==> src/rtl/write_buffer.sv <==
// Write-through store buffer: circular FIFO drained to main memory by a two-state FSM,
// with youngest-match read forwarding. Define WB_COALESCE_EN to merge stores to queued addresses.
module write_buffer #(
  parameter int DEPTH  = 4,
  parameter int ADDR_W = 32,
  parameter int DATA_W = 32
) (
  input  logic                     clk,
  input  logic                     rst,
  input  logic                     wrReq,
  input  logic [ADDR_W-1:0]        wrAddr,
  input  logic [DATA_W-1:0]        wrData,
  output logic                     wrAccept,
  input  logic [ADDR_W-1:0]        lookupAddr,
  output logic                     lookupHit,
  output logic [DATA_W-1:0]        lookupData,
  output logic [ADDR_W-1:0]        memAddr,
  output logic [DATA_W-1:0]        memWriteData,
  output logic                     memWrite,
  input  logic                     memDone,
  output logic                     empty,
  output logic [$clog2(DEPTH):0]   count
);

  localparam int PTR_W = $clog2(DEPTH);
  localparam int CNT_W = PTR_W + 1;

  typedef enum logic {IDLE, ISSUE} state_t;

  logic [ADDR_W-1:0] addr_mem [DEPTH];
  logic [DATA_W-1:0] data_mem [DEPTH];
  logic [DEPTH-1:0]  valid_reg;
  logic [PTR_W-1:0]  head_reg;
  logic [PTR_W-1:0]  tail_reg;
  logic [CNT_W-1:0]  count_reg;
  state_t            state_reg;

  logic [DEPTH-1:0]  lookup_match;
  logic [PTR_W-1:0]  lk_idx;
  logic              full;
  logic              push;
  logic              pop;
  logic              coal_hit;
  logic              coal_wr;
  logic [PTR_W-1:0]  coal_idx;
  logic [DATA_W-1:0] head_data;

  genvar gi;
  generate
    for (gi = 0; gi < DEPTH; gi++) begin : g_lookup
      assign lookup_match[gi] = valid_reg[gi] && (addr_mem[gi] == lookupAddr);
    end
  endgenerate

`ifdef WB_COALESCE_EN
  logic [DEPTH-1:0] wr_match;
  logic [PTR_W-1:0] wr_idx;

  // The head is off limits once its write is on the memory bus.
  generate
    for (gi = 0; gi < DEPTH; gi++) begin : g_coal
      assign wr_match[gi] = valid_reg[gi] && (addr_mem[gi] == wrAddr) &&
                            !(state_reg == ISSUE && head_reg == PTR_W'(gi));
    end
  endgenerate

  always_comb begin
    coal_hit = 1'b0;
    coal_idx = '0;
    wr_idx   = '0;
    for (int k = 0; k < DEPTH; k++) begin
      wr_idx = head_reg + PTR_W'(k);
      if (wr_match[wr_idx]) begin
        coal_hit = 1'b1;
        coal_idx = wr_idx;
      end
    end
  end
`else
  assign coal_hit = 1'b0;
  assign coal_idx = '0;
`endif

  // Walk oldest to youngest so the youngest match overrides earlier ones.
  always_comb begin
    lookupHit  = 1'b0;
    lookupData = '0;
    lk_idx     = '0;
    for (int k = 0; k < DEPTH; k++) begin
      lk_idx = head_reg + PTR_W'(k);
      if (lookup_match[lk_idx]) begin
        lookupHit  = 1'b1;
        lookupData = data_mem[lk_idx];
      end
    end
  end

  assign full      = (count_reg == CNT_W'(DEPTH));
  assign wrAccept  = !full || coal_hit;
  assign coal_wr   = wrReq && coal_hit;
  assign push      = wrReq && wrAccept && !coal_hit;
  assign pop       = (state_reg == ISSUE) && memDone;
  assign empty     = (count_reg == '0) && (state_reg == IDLE);
  assign count     = count_reg;
  // A store merging into the head on the issue edge must reach the bus with its new data.
  assign head_data = (coal_wr && coal_idx == head_reg) ? wrData : data_mem[head_reg];

  always_ff @(posedge clk) begin
    if (push) begin
      addr_mem[tail_reg] <= wrAddr;
      data_mem[tail_reg] <= wrData;
    end
    if (coal_wr) begin
      data_mem[coal_idx] <= wrData;
    end
  end

  always_ff @(posedge clk or negedge rst) begin
    if (!rst) begin
      head_reg  <= '0;
      tail_reg  <= '0;
      count_reg <= '0;
      valid_reg <= '0;
    end else begin
      if (push) tail_reg <= tail_reg + PTR_W'(1);
      if (pop)  head_reg <= head_reg + PTR_W'(1);
      case ({push, pop})
        2'b10:   count_reg <= count_reg + CNT_W'(1);
        2'b01:   count_reg <= count_reg - CNT_W'(1);
        default: count_reg <= count_reg;
      endcase
      // Push and pop never target the same slot: that needs full with push, or empty with pop.
      for (int k = 0; k < DEPTH; k++) begin
        if (push && tail_reg == PTR_W'(k)) valid_reg[k] <= 1'b1;
        else if (pop && head_reg == PTR_W'(k)) valid_reg[k] <= 1'b0;
      end
    end
  end

  always_ff @(posedge clk or negedge rst) begin
    if (!rst) begin
      state_reg    <= IDLE;
      memWrite     <= 1'b0;
      memAddr      <= '0;
      memWriteData <= '0;
    end else begin
      case (state_reg)
        IDLE: begin
          if (count_reg != '0) begin
            state_reg    <= ISSUE;
            memWrite     <= 1'b1;
            memAddr      <= addr_mem[head_reg];
            memWriteData <= head_data;
          end
        end
        ISSUE: begin
          if (memDone) begin
            state_reg <= IDLE;
            memWrite  <= 1'b0;
          end
        end
        default: state_reg <= IDLE;
      endcase
    end
  end

endmodule

==> config.mk <==
export PLATFORM = sky130hd
export DESIGN_NAME = write_buffer
export DESIGN_NICKNAME = d
export VERILOG_FILES = /design/src/rtl/write_buffer.sv
export SDC_FILE = /design/constraint.sdc
export NUM_CORES = 1
export LEC_CHECK = 0
export ABC_CLOCK_PERIOD_IN_PS = 3370
export CORE_MARGIN = 2
export CORE_UTILIZATION = 57
export CTS_CLUSTER_DIAMETER = 100
export CTS_CLUSTER_SIZE = 10
export DETAILED_ROUTE_END_ITERATION = 10
export PLACE_DENSITY = 0.81
export SYNTH_ARGS = -nofsm -noshare
export SYNTH_HDL_FRONTEND = slang
export SYNTH_SLANG_ARGS = --single-unit
==> constraint.sdc <==
create_clock -name clk -period 3.37 [get_ports clk]
set_input_delay 0.674 -clock clk [delete_from_list [all_inputs] [get_ports clk]]
set_output_delay 0.674 -clock clk [all_outputs]
set_load 0.02 [all_outputs]
==> results of run 1 <==
==> what timing repair did <==
action                                  in CTS  in global routing
endpoints found under the setup margin      33                 32
resized for setup                          356                 47
setup buffers                               10                  2
hold buffers                                 0                  0
pin swaps                                   52                 20
cloned                                       7                  3
==> power groups by stage <==
stage	Sequential (mW)	Clock (mW)	Combinational, mW
final	6.38	3.86	7.71
after floorplan	6.77	0	4.50
after CTS	6.35	3.88	7.68
after global routing	6.49	4.07	8.15
after detailed placement	6.39	0	7.56
after global placement	6.32	0	7.45
==> synthesized netlist by cell type, types with 4 or more instances <==
master and instances:
mux4_2 128, mux2_2 64, nand4_1 40, buf_2 45, ha_1 9, o22ai_1 63, buf_1 7, a32oi_1 32
nand2_2 30, or3_1 31, xnor2_1 112, and3_1 7, buf_12 4, nand3_1 40, clkbuf_1 40, nor3_1 4
edfxtp_1 256, nor4_1 4, inv_1 9, dfrtp_1 77, a21o_1 4, xor2_1 17, nand2_1 41, nor2_1 12
==> worst paths after layout <==
check	slack [ns]	from	end	cells after the start
worst max-delay path	-0.48	addr_mem[1][9]	lookupData[14]	10
worst min-delay path	0.23	rst	memWriteData[23]	1
worst max register to register	1.16	head_reg[0]	memWriteData[11]	5
worst min register to register	0.47	valid_reg[0]	valid_reg[0]	1
max in group asynchronous	2.48	rst	memAddr[6]	2
min in group clk	0.47	valid_reg[0]	valid_reg[0]	1
==> through the flow <==
| stage | cell area [um^2] | std cells | total power, mW |
|---|---|---|---|
| 2_1_floorplan | 17200 | 1105 | 11.3 |
| 3_3_place_gp | 20300 | 1713 | 13.8 |
| 3_5_place_dp | 20300 | 1713 | 14.0 |
| 5_1_grt | 22300 | 1805 | 18.7 |
| 4_1_cts | 22000 | 1801 | 17.9 |
| 6_report | 22300 | 1805 | 18.0 |
==> layout make-up <==
class	instances	area, um^2	area share [%]
inverter	9	33.8	0.152
clock inverter	3	33.8	0.152
sequential	333	9620	43.2
clock buffer	69	1110	4.98
timing repair buffer	334	3340	15.0
tap	390	488	2.19
multi-input combinational	667	7640	34.3
==> cells by family after synthesis <==
family,synth area share (%)
flops,56.1
simple gates,7.32
mux,21.1
xor+xnor,6.87
compound gates,4.73
buf+inv,3.18
fa+ha+maj,0.773
==> routing by layer <==
metal / routed length [um] / global-route usage, % / part of all wire (%)
met1: 17700 / 41.8 / 36
met5: 13 / 0 / 0.027
met2: 24500 / 51.8 / 50
met4: 1780 / 11.3 / 3.6
met3: 4760 / 5.18 / 9.8
==> worst max-delay path, stage by stage, from the launching register on <==
cell	delay [ns]
edfxtp_1	0.43
xnor2_2	0.33
nand4_1	0.20
nor4_4	0.36
nand3_4	0.16
buf_4	0.18
o2111a_2	0.34
buf_12	0.19
nand3_1	0.11
a32oi_2	0.15
buf_4	0.21
==> summary.txt, run 1 <==
Drt
  • Final ANT Viol Nets: 0
  • Drt pass-1 iters: 5
  • Via count: 12082
  • WL/cell: 27.0 um
  • Post-route DRC: 0
  • DRT iter0 DRCs: 1467
  • Post-DR vias/cell: 6.69
  • Routed Wire Length: 48800 um

Global routing
  • First-pass GRT wire length: 73200 um
  • Vias in the first global route: 12241
  • Global route total overflow: 0
  • Initial antenna violation count: 1
  • Pin count of the biggest net entering global routing: 76
  • Total track usage: 31.1%

Floorplan
  • Die Wd: 177 um
  • FP Rows: 63
  • IO Pins: 203
  • Starting Density: 57.9%
  • Die H: 177 um
  • Placeable core area: 29600 um^2
  • Die ar.: 31500 um^2

Synthesis
  • Synth Warn #: 0
  • Area contributors post-synth: edfxtp_1 45%, mux4_2 17%, dfrtp_1 11%
  • Synth area leader: edfxtp_1
  • Register area share after synthesis: 56.1%
  • Yosys top cell area share: 44.8%
  • Fraction of registers with async set/reset: 23.1%
  • Synth cell types: 45
  • Seq cells post-synth: 333
  • Avg Cell Area, Syn: 15.5 um^2
  • Gate count after technology mapping: 1105
  • Number of synthesized flops with an enable pin: 256
  • Synthesized Nets: 1215
  • Most used DFF post-synth: edfxtp_1
  • Mapped Area: 17200 um^2

Pwr
  • Combinational share of power: 43.0%
  • Leak: 7.80 nW
  • Worst VDD drop: 0.000555 V
  • Sw Share: 33.7%
  • Clock network fraction of total power: 21.5%
  • Pint: 11.9 mW
  • Seq pwr share: 35.5%
  • Power per cell area: 806 nW/um^2
  • NetSw: 6.04 mW

Run status
  • Status: complete, but fails checks
  • Failing checks: negative setup slack

Clocking
  • Clk_lat worst skew: 0.54 ns
  • Clock Tree Root: clkbuf_16
  • Clk sinks: 333
  • H-tree levels: 2
  • Clock buffers created by TritonCTS: 39
  • Clock transition at the registers of the reported paths: 0.06 ns
  • CTS max path bufs: 3
  • CTS tree: built

Timing
  • Final Slew Violations: 0
  • Final worst-path setup slack: -0.478 ns
  • Final Hold Fails: 0
  • Fin Setup TNS: -13.09 ns
  • # setup viols final: 32
  • Least-Margin Pin Slew: 0.776 ns
  • Fin crit share: 114%
  • Crit path time final: 3.85 ns
  • Max-slew headroom: 48.3%
  • Clk_skew: 0.0230 ns
  • Hold Slack: 0.227 ns
  • Fmax: 0.260 GHz
  • RSZ-0062 raised after global routing: yes

Placement
  • Setup WS pre-CTS: -1.36 ns
  • Post-DP HPWL: 29900 um
  • RePlAce Congestion: 0.875
  • I/O Buffers: 202

Layout
  • Nets: 1494
  • Commonest non-fill, non-tap cell in the layout: edfxtp_1
  • Filler cells: 1734
  • Final Core Density: 75.1%
  • Commonest non-fill, non-tap cells in the layout: 256 x edfxtp_1, 136 x clkdlybuf4s50_1, 128 x mux4_2
  • Ratio of cells with drive above 1 in the final layout: 40.0%
  • Largest regs: addr_mem x128, data_mem x128
  • Ant diodes: 0
  • Area growth from synthesis to layout: 29.8%

Hold path
  • Worst hold path class: in -> async

Setup path
  • Endpoint class of the critical path: output pin
  • Worst Path Max Fanout: 16
  • Crit path kind: reg -> out
  • Critical Path AT: 3.17 ns
  • WP data required: 2.70 ns
  • Startpoint Class: flop

Flow run
  • Max_cap viols: 0
No activity file was read; power rests on OpenSTA's default activity.
==> run 2, diff against run 1 <==
--- a/config.mk
+++ b/config.mk
@@ -12,6 +12,7 @@
 export CTS_CLUSTER_SIZE = 10
 export DETAILED_ROUTE_END_ITERATION = 10
 export PLACE_DENSITY = 0.81
+export SLEW_MARGIN = 20
 export SYNTH_ARGS = -nofsm -noshare
 export SYNTH_HDL_FRONTEND = slang
 export SYNTH_SLANG_ARGS = --single-unit
==> results of run 2 <==
Same layout as run 1: the final DEF is identical, and so are final timing and power.
